$ cat src/rtl/jt10_adpcm_pkg.sv
// Shared definitions for the ADPCM divider: FSM state encoding and counter sizing.
// Latency: n/a (types and constant functions only).
// Backpressure: n/a.
package jt10_adpcm_pkg;

    typedef enum logic [1:0] {
        IDLE = 2'd0,
        CALC = 2'd1,
        FIX  = 2'd2
    } state_t;

    // Width of an iteration counter that must be able to hold dw.
    function automatic int cnt_width(input int dw);
        return $clog2(dw + 1);
    endfunction

endpackage

$ cat src/rtl/jt10_adpcm_sdiv_if.sv
// Operand/result bundle of the sequential divider.
// Latency: n/a (wires only).
// Backpressure: start is ignored while busy; done is a one-cen-period strobe.
// Ports: start/sgn/a/b from the requester, busy/done/d/r/dz/ovf from the divider.
interface jt10_adpcm_sdiv_if #(
    parameter int dw = 16
);
    logic          start;
    logic          sgn;
    logic [dw-1:0] a;
    logic [dw-1:0] b;
    logic          busy;
    logic          done;
    logic [dw-1:0] d;
    logic [dw-1:0] r;
    logic          dz;
    logic          ovf;

    modport master (
        output start, sgn, a, b,
        input  busy, done, d, r, dz, ovf
    );

    modport slave (
        input  start, sgn, a, b,
        output busy, done, d, r, dz, ovf
    );
endinterface

$ cat src/rtl/jt10_adpcm_div_step.sv
// One restoring shift-subtract step: shift in the next dividend bit, subtract if it fits.
// Latency: combinational.
// Backpressure: none.
// Ports: rem_in/div/bit_in in, rem_out/q_bit out.
module jt10_adpcm_div_step #(
    parameter int dw = 16
) (
    input  logic [dw:0]   rem_in,
    input  logic [dw-1:0] div,
    input  logic          bit_in,
    output logic [dw:0]   rem_out,
    output logic          q_bit
);
    logic [dw+1:0] shifted;
    logic [dw+1:0] trial;

    // The extra top bit of trial is the borrow: the shifted value is always
    // below 2^(dw+1) and the divisor below 2^dw, so dw+2 bits cannot wrap.
    assign shifted = {rem_in, bit_in};
    assign trial   = shifted - {2'b00, div};
    assign q_bit   = ~trial[dw+1];
    assign rem_out = q_bit ? trial[dw:0] : shifted[dw:0];
endmodule

$ cat src/rtl/jt10_adpcm_sdiv.sv
// Sequential signed/unsigned divider, one quotient bit per cen edge, dz/ovf flags.
// Latency: dw+1 cen edges from accepted start to done, independent of operands.
// Backpressure: start ignored while busy; accepted again in the cycle done is high.
// Ports: clk, rst_n (sync, active low), cen, bus (slave side of jt10_adpcm_sdiv_if).
// Build option: JT10_DIV_SIGNED_EN enables signed mode (sgn input, ovf flag).
module jt10_adpcm_sdiv
    import jt10_adpcm_pkg::*;
#(
    parameter int dw = 16
) (
    input  logic               clk,
    input  logic               rst_n,
    input  logic               cen,
    jt10_adpcm_sdiv_if.slave   bus
);
    localparam int cw = cnt_width(dw);
    localparam logic [dw-1:0] smin = {1'b1, {(dw-1){1'b0}}};
    localparam logic [dw-1:0] smax = ~smin;

    state_t        st;
    logic [cw-1:0] cnt;
    logic [dw-1:0] dvd;      // dividend magnitude, quotient bits shift in at the LSB
    logic [dw-1:0] dvs;      // divisor magnitude
    logic [dw:0]   rem;
    logic [dw-1:0] a_lat;
    logic          sgn_lat, sa_lat, qs, dz_f, ovf_f;

    logic          sgn_eff, sa, sb, in_dz, in_ovf;
    logic [dw-1:0] a_mag, b_mag;
    logic [dw:0]   rem_nx;
    logic          q_bit;
    logic [dw-1:0] d_fix, r_fix;

`ifdef JT10_DIV_SIGNED_EN
    assign sgn_eff = bus.sgn;
`else
    logic unused_sgn;
    assign unused_sgn = bus.sgn;
    assign sgn_eff    = 1'b0;
`endif

    // Magnitudes: the most negative value negates to itself, which read
    // unsigned is exactly 2^(dw-1), so no extra bit is needed.
    assign sa     = sgn_eff & bus.a[dw-1];
    assign sb     = sgn_eff & bus.b[dw-1];
    assign a_mag  = sa ? -bus.a : bus.a;
    assign b_mag  = sb ? -bus.b : bus.b;
    assign in_dz  = (bus.b == '0);
    assign in_ovf = sgn_eff && (bus.a == smin) && (bus.b == '1);

    jt10_adpcm_div_step #(.dw(dw)) u_step (
        .rem_in  (rem),
        .div     (dvs),
        .bit_in  (dvd[dw-1]),
        .rem_out (rem_nx),
        .q_bit   (q_bit)
    );

    // Sign post-processing; remainder follows the dividend (truncation toward zero).
    always_comb begin
        d_fix = qs ? -dvd : dvd;
        r_fix = sa_lat ? -rem[dw-1:0] : rem[dw-1:0];
        if (dz_f) begin
            r_fix = a_lat;
            d_fix = !sgn_lat ? '1 : (sa_lat ? smin : smax);
        end else if (ovf_f) begin
            d_fix = smax;
            r_fix = '0;
        end
    end

    always_ff @(posedge clk) begin
        if (!rst_n) begin
            st       <= IDLE;
            cnt      <= '0;
            dvd      <= '0;
            dvs      <= '0;
            rem      <= '0;
            a_lat    <= '0;
            sgn_lat  <= 1'b0;
            sa_lat   <= 1'b0;
            qs       <= 1'b0;
            dz_f     <= 1'b0;
            ovf_f    <= 1'b0;
            bus.busy <= 1'b0;
            bus.done <= 1'b0;
            bus.d    <= '0;
            bus.r    <= '0;
            bus.dz   <= 1'b0;
            bus.ovf  <= 1'b0;
        end else if (cen) begin
            bus.done <= 1'b0;
            case (st)
                IDLE: begin
                    if (bus.start) begin
                        a_lat    <= bus.a;
                        sgn_lat  <= sgn_eff;
                        sa_lat   <= sa;
                        qs       <= sa ^ sb;
                        dz_f     <= in_dz;
                        ovf_f    <= in_ovf;
                        dvd      <= a_mag;
                        dvs      <= b_mag;
                        rem      <= '0;
                        cnt      <= '0;
                        bus.busy <= 1'b1;
                        st       <= CALC;
                    end
                end
                CALC: begin
                    dvd <= {dvd[dw-2:0], q_bit};
                    rem <= rem_nx;
                    cnt <= cnt + cw'(1);
                    if (cnt == cw'(dw - 1)) st <= FIX;
                end
                FIX: begin
                    bus.d    <= d_fix;
                    bus.r    <= r_fix;
                    bus.dz   <= dz_f;
                    bus.ovf  <= ovf_f;
                    bus.done <= 1'b1;
                    bus.busy <= 1'b0;
                    st       <= IDLE;
                end
                default: st <= IDLE;
            endcase
        end
    end
endmodule

$ cat src/flat_wrapper.sv
// flat-port wrapper written by rule: the top's interface ports become plain ports
module jt10_adpcm_sdiv_flat import jt10_adpcm_pkg::*;
#(
    parameter int dw = 16
)
  (clk, rst_n, cen, bus_start, bus_sgn, bus_a, bus_b, bus_busy, bus_done, bus_d, bus_r, bus_dz, bus_ovf);
  jt10_adpcm_sdiv_if #(.dw(dw)) bus_i ();
  input  logic clk;
  input  logic rst_n;
  input  logic cen;
  input wire logic [$bits(bus_i.start)-1:0] bus_start;
  input wire logic [$bits(bus_i.sgn)-1:0] bus_sgn;
  input wire logic [$bits(bus_i.a)-1:0] bus_a;
  input wire logic [$bits(bus_i.b)-1:0] bus_b;
  output wire logic [$bits(bus_i.busy)-1:0] bus_busy;
  output wire logic [$bits(bus_i.done)-1:0] bus_done;
  output wire logic [$bits(bus_i.d)-1:0] bus_d;
  output wire logic [$bits(bus_i.r)-1:0] bus_r;
  output wire logic [$bits(bus_i.dz)-1:0] bus_dz;
  output wire logic [$bits(bus_i.ovf)-1:0] bus_ovf;
  assign bus_i.start = bus_start;
  assign bus_i.sgn = bus_sgn;
  assign bus_i.a = bus_a;
  assign bus_i.b = bus_b;
  assign bus_busy = bus_i.busy;
  assign bus_done = bus_i.done;
  assign bus_d = bus_i.d;
  assign bus_r = bus_i.r;
  assign bus_dz = bus_i.dz;
  assign bus_ovf = bus_i.ovf;
  jt10_adpcm_sdiv #(.dw(dw)) u_core (.clk(clk), .rst_n(rst_n), .cen(cen), .bus(bus_i));
endmodule
$ cat config.mk
export PLATFORM = sky130hd
export DESIGN_NAME = jt10_adpcm_sdiv_flat
export DESIGN_NICKNAME = d
export VERILOG_FILES = /design/src/rtl/jt10_adpcm_pkg.sv /design/src/rtl/jt10_adpcm_sdiv_if.sv /design/src/rtl/jt10_adpcm_div_step.sv /design/src/rtl/jt10_adpcm_sdiv.sv /design/src/flat_wrapper.sv
export SDC_FILE = /design/constraint.sdc
export NUM_CORES = 1
export LEC_CHECK = 0
export CAP_MARGIN = 5
export CORE_ASPECT_RATIO = 1.1
export CORE_UTILIZATION = 60
export DETAILED_ROUTE_END_ITERATION = 10
export DONT_BUFFER_PORTS = 1
export MAX_ROUTING_LAYER = met4
export PLACE_DENSITY = 0.76
export REMOVE_ABC_BUFFERS = 1
export SYNTH_ARGS = -nofsm -noshare
export SYNTH_HDL_FRONTEND = slang
export SYNTH_HIERARCHICAL = 1
export SYNTH_SLANG_ARGS = --single-unit
$ cat constraint.sdc
create_clock -name clk -period 4.65 [get_ports clk]
set_input_delay 1.1625 -clock clk [delete_from_list [all_inputs] [get_ports clk]]
set_output_delay 1.1625 -clock clk [all_outputs]
set_load 0.05 [all_outputs]
==> reports/results.ini, run 1 <==
[layout]
fin_util = 0.630
final_common_cell = dfxtp_1
fin_nets = 669
diodes = 0
layout_common_cells = 108 x dfxtp_1, 97 x nand2_1, 89 x a21oi_1
fillerInstances = 798
layout-drive-gt1-share = 0.0761
areaGrowthSynthToFinish_pct = 1.88

[setup_path]
cp-startpoint = u_core/rem[11]
worstPathMaxFanout = 18
worstSetupStartpointType = register
r2r_end = u_core/rem[9]
crit_type = register to register
worstPathRequired_ns = 4.86
crit_path_end_kind = register
arrival_ns = 3.32
ff2ff_setup_slack_ns = 1.54
reg2reg_from = u_core/rem[11]
r2r_cells = 9
crit_end = u_core/rem[9]

[clocking]
hold_buffers = 0
htreeDepth = 3
insertion_delay_ns = 0.37
cts_sinks = 108
post_cts_resized = 0
cts_tree = yes
clkTransAtPathRegs_ns = 0.10
cts_buffer_depth = 2
root_buffer = clkbuf_8
post_cts_buffers = 0
numCtsBuffers = 9

[logic_synthesis]
seq_area_frac_synth = 0.396
ys_types = 55
ys_ff_latch = 108
syn_avg_cell_area_um2 = 8.40
synth_edf_count = 0
syn-cell-area_mm2 = 0.00546
syn_inst = 650
ys_warn_count = 6
async_flop_share = 0
synthFlopType = dfxtp_1

[global_route]
grt_pass1_wl_um = 19100
antenna_found_initial = 0
track_usage = 0.262
grt_pass1_vias = 4076
overflow = 0
grt_max_degree = 71

[placement]
hpwl_um = 8030
portBuffers = 0
place.gp.congestion = 0.939

[power]
p_leak_uw = 0.00200
p_comb_frac = 0.209
ir_drop_uv = 174
p_per_area_mw_per_mm2 = 366
clockPowerShare = 0.308
switching_share = 0.282
intPower_uw = 1460
seqPwrFrac = 0.483
p_sw_uw = 573

[sta]
fin_crit_sh = 0.669
setup_violations = 0
fin_crit_ns = 3.11
max_freq_mhz = 321
slew_violations = 0
rsz0062_at_grt = no
fin_skew_ns = 0.0103
final_hold_viol_count = 0
tns_ns = 0
max-slew-margin-rel = 0.210
worstMarginPinSlew_ns = 1.18

[floorplanning]
die_w_um = 92.9
die-area_mm2 = 0.00948
ios = 73
die_h_um = 102
start_util = 0.618
rows = 36
core_region_area_mm2 = 0.00883

[detailed_routing]
via_count = 4346
drc = 0
drtIter0Drc = 212
ant_nets = 0
routed_wl_um = 11500
via_per_inst = 5.94
wl_per_cell_um = 15.8
drtPass1Iterations = 5

[hold_path]
hp-class = register to register
min_path_cells = 2
hold_start = u_core/dvs[12]

[run]
cap_violations = 0

[run_status]
status = complete, no violations

-- synthesized netlist by cell type (5+ instances only) --
cell type	instances	area share
dfxtp_1	108	0.40
nand2_1	97	0.067
a21oi_1	89	0.082
nor2_1	44	0.030
a211oi_1	34	0.047
mux2i_1	34	0.062
nor3_1	33	0.030
o21ai_0	29	0.027
clkbuf_1	20	0.014
inv_1	19	0.013
ha_1	18	0.041
buf_2	15	0.014
buf_4	12	0.017
xnor2_1	10	0.016
mux2_2	8	0.017
nand2b_1	7	0.0080
mux2_4	6	0.017
nand3_1	6	0.0055
xor2_1	5	0.0080
-- sequential cells by signal, summed over array words and instances (netlist names), 2 cells and up --
name	cells
u_core/bus.r	16
u_core/dvs	16
u_core/dvd	16
u_core/rem	17
u_core/st	2
u_core/bus.d	16
u_core/cnt	5
u_core/a_lat	16
-- per-layer routing --
| layer | up-vias | GRT usage | part of all wire |
|---|---|---|---|
| met5 | - | - | 0 |
| met4 | 0 | 0.101 | 0.017 |
| met3 | 16 | 0.0417 | 0.047 |
| met2 | 105 | 0.432 | 0.48 |
| met1 | 2031 | 0.322 | 0.46 |
| li1 | 2194 | - | - |
-- area by class of cell --
type,count,area (µm²),area share
inverters,20,75.1,0.0135
clock inverters,6,87.6,0.0158
repair buffers,5,37.5,0.00675
well taps,114,143,0.0257
flip-flops and latches,108,2160,0.389
multi-input cells,469,2930,0.527
clock buffers,10,128,0.0230
-- cells by family (layout without fill, tap and decap cells) --
logic type               Yosys count  after routing  share of synthesized area
AO/OA/AOI/OAI                    171            171                      0.184
XOR/XNOR                          16             16                     0.0291
adder cells (fa/ha/maj)           19             19                     0.0449
buffers and inverters             73             41                     0.0704
flip-flops                       108            108                      0.396
multiplexers                      48             48                     0.0954
other                              1              1                   0.000687
AND/OR/NAND/NOR                  214            214                      0.180
-- power groups by stage --
stage,Sequential (µW),Clock (µW),Combinational [µW]
4_1_cts,982,637,424
2_1_floorplan,995,0,352
5_1_grt,988,680,462
3_5_place_dp,1000,0,421
3_3_place_gp,1000,0,417
6_report,983,626,425
-- worst max-delay path, stage by stage (launching register included) --
cell and delay [ns]:
dfxtp_1 0.37, ha_1 0.45, nand4_1 0.22, or4_1 0.47, a31oi_2 0.23, nor3_4 0.08, xnor2_4 0.61, mux2_2 0.41
nand2_1 0.06, a21oi_1 0.07
-- worst min path at each step --
stage                                 end
after floorplan           u_core/a_lat[0]
after global placement    u_core/a_lat[5]
after detailed placement    u_core/dvs[8]
after CTS                   u_core/dvs[8]
after global routing        u_core/dvs[3]
final                      u_core/dvs[12]
-- metrics by stage --
step	cell area (µm²)	instances	power (µW)	hold WS, ns	setup slack, ns
floorplan	5150	597	1350	0.436	0.610
global placement	5350	716	1420	0.442	1.52
detailed placement	5350	716	1420	0.449	1.54
CTS	5560	732	2040	0.462	1.53
global route	5560	732	2130	0.485	1.36
finish	5560	732	2030	0.458	1.54
(Power assumes the default switching activity.)
==> run 2, diff against run 1 <==
CORE_UTILIZATION = 57   (was 60)
PLACE_DENSITY = 0.75   (was 0.76)
clock period = 2.6 ns   (was 4.65 ns; I/O delays follow)
==> run 2 against run 1 <==
Effect of this change: routed wire length grew 12%; cell area grew 13%; clock-buffer cell count is the same; setup slack lost 1.5 ns; via count grew 6.0%; maximum frequency grew 20%; non-clock buffer count grew 54; worst hold slack lost 0.071 ns; critical path depth grew 2; sequential power grew 79%; sequential share of layout area shrank 4.2 points; register-to-register slack lost 1.5 ns; largest power group unchanged.
==> reports/results.ini, run 2 (synthesis gave the netlist of run 1 again) <==
[setup_path]
cp_common_cell = buf_6
r2r_cells = 11
slowest_stage = a311o_1
worstPathMaxFanout = 7
reg2reg_from = u_core/rem[11]
critical_path.cell_chain = ha_4 > buf_6 > a21oi_4 > o211ai_1 > a311o_1 > nor3_4 > xnor2_4 > buf_6 > mux2_2 > nand2_1 > a21oi_1
worstSetupStartpointType = register
cp-startpoint = u_core/rem[11]
ff2ff_setup_slack_ns = 0.01
max_stage_delay_ns = 0.38
crit_path_end_kind = register
r2r_end = u_core/rem[2]
crit_type = register to register
worstPathRequired_ns = 2.85
crit_end = u_core/rem[2]
arrival_ns = 2.84

[global_route]
grt_pass1_wl_um = 20600
track_usage = 0.271
grt_pass1_vias = 4338
grt_max_degree = 67
overflow = 0
antenna_found_initial = 0

[layout]
ff_latch_area_mm2 = 0.00218
layout-drive-gt1-share = 0.225
diodes = 0
fillerInstances = 769
final_common_cell = nand2_1
largest_register = u_core/rem
fin_nets = 723
areaGrowthSynthToFinish_pct = 15.4
multi_input_area_mm2 = 0.00319
layout_common_cells = 94 x nand2_1, 92 x dfxtp_1, 79 x a21oi_1
largest_reg_flops = 17

[sta]
hold_slack_ns = 0.387
fin_crit_sh = 0.995
max-slew-margin-rel = 0.284
max_freq_mhz = 387
rsz0062_at_grt = yes
slew_violations = 0
fin_skew_ns = 0.00836
final_hold_viol_count = 0
fin_crit_ns = 2.59
worstMarginPinSlew_ns = 1.07
setup_violations = 0

[detailed_routing]
via_count = 4608
ant_nets = 0
routed_wl_um = 13000
drtIter0Drc = 253
drc = 0
wl_per_cell_um = 16.4
via_per_inst = 5.84
drtPass1Iterations = 4

[floorplanning]
die_h_um = 105
ios = 73
core_region_area_mm2 = 0.00935
start_util = 0.584
rows = 37
die-area_mm2 = 0.00997
die_w_um = 95.3

[power]
totalPowerFinal_uw = 4000
ir_drop_uv = 355
p_leak_uw = 0.00234
p_per_area_mw_per_mm2 = 635

[run_status]
status = complete, no violations

[clocking]
cts_sinks = 108
cts_tree = yes
numCtsBuffers = 9
insertion_delay_ns = 0.38
cts_buffer_depth = 2
htreeDepth = 3
clkTransAtPathRegs_ns = 0.10
root_buffer = clkbuf_8

[placement]
place.gp.congestion = 0.934
portBuffers = 0
hpwl_um = 8950

[hold_path]
hp-class = input pin to register

[run]
cap_violations = 0

[run 2: cell types whose count changed in the layout (fill, tap and decap cells not counted), sizes merged]
cell / change
buf: +54
clkinv: -2
inv: +2
[run 2: final cells by class]
cell class,instances,area share
tap,117,0.0232
clock inverter,6,0.0145
inverter,20,0.0119
clock buffer,10,0.0203
sequential,108,0.346
multi-input combinational,469,0.506
timing repair buffer,59,0.0777
[run 2: worst min-delay path by stage]
stage	slack, ns	endpoint	cells past startpoint	startpoint
final	0.39	u_core/dvs[14]	2	bus_b[14]
after global routing	0.39	u_core/dvs[12]	2	bus_b[12]
after CTS	0.38	u_core/dvs[13]	2	bus_b[13]
after detailed placement	0.45	u_core/a_lat[6]	2	u_core/a_lat[6]
after global placement	0.44	u_core/a_lat[5]	2	u_core/a_lat[5]
after floorplan	0.44	u_core/a_lat[0]	2	u_core/a_lat[0]
[run 2: critical path: cells and delay by family (launching register included)]
kind                       cells  cell delay [ns]
AOI/OAI and AO/OA              4             0.69
DFF                            1             0.35
and+or+nand+nor                2             0.34
muxes                          1             0.34
buffers and inverters          2             0.30
adders and majority gates      1             0.24
xor gates and xnor gates       1             0.18
[run 2: repair_timing]
item	in CTS	in global routing
buffers inserted	6	1
gates cloned	1	0
hold buffers	0	0
endpoints found under the setup margin	18	18
pin swaps	7	11
gates resized for setup	42	36
[run 2: power by group]
part	switching (µW)	internal, µW	total [µW]	leakage (µW)
Combinational	522	583	1100	0.00134
Clock	584	552	1140	0.000112
Sequential	48.8	1710	1760	0.000885
Total	1150	2850	4000	0.00234
[run 2: routing by layer]
metal / vias up / track usage / part of all wire
met2: 116 / 0.451 / 0.50
met3: 15 / 0.0422 / 0.049
met5: - / - / 0
met1: 2179 / 0.332 / 0.44
li1: 2298 / - / -
met4: 0 / 0.0801 / 0.015
[run 2: per-stage QoR]
| stage | setup slack (ns) | instance area [µm²] | TNS (ns) | std cells | util |
|---|---|---|---|---|---|
| 3_3_place_gp | -0.263 | 5720 | -3.58 | 767 | 0.612 |
| 6_report | 0.0139 | 6300 | 0 | 789 | 0.674 |
| 3_5_place_dp | -0.303 | 5720 | -4.05 | 767 | 0.612 |
| 5_1_grt | -0.0879 | 6300 | -0.514 | 789 | 0.674 |
| 2_1_floorplan | -0.928 | 5150 | -32.95 | 597 | - |
| 4_1_cts | -0.0194 | 6170 | -0.124 | 790 | 0.659 |
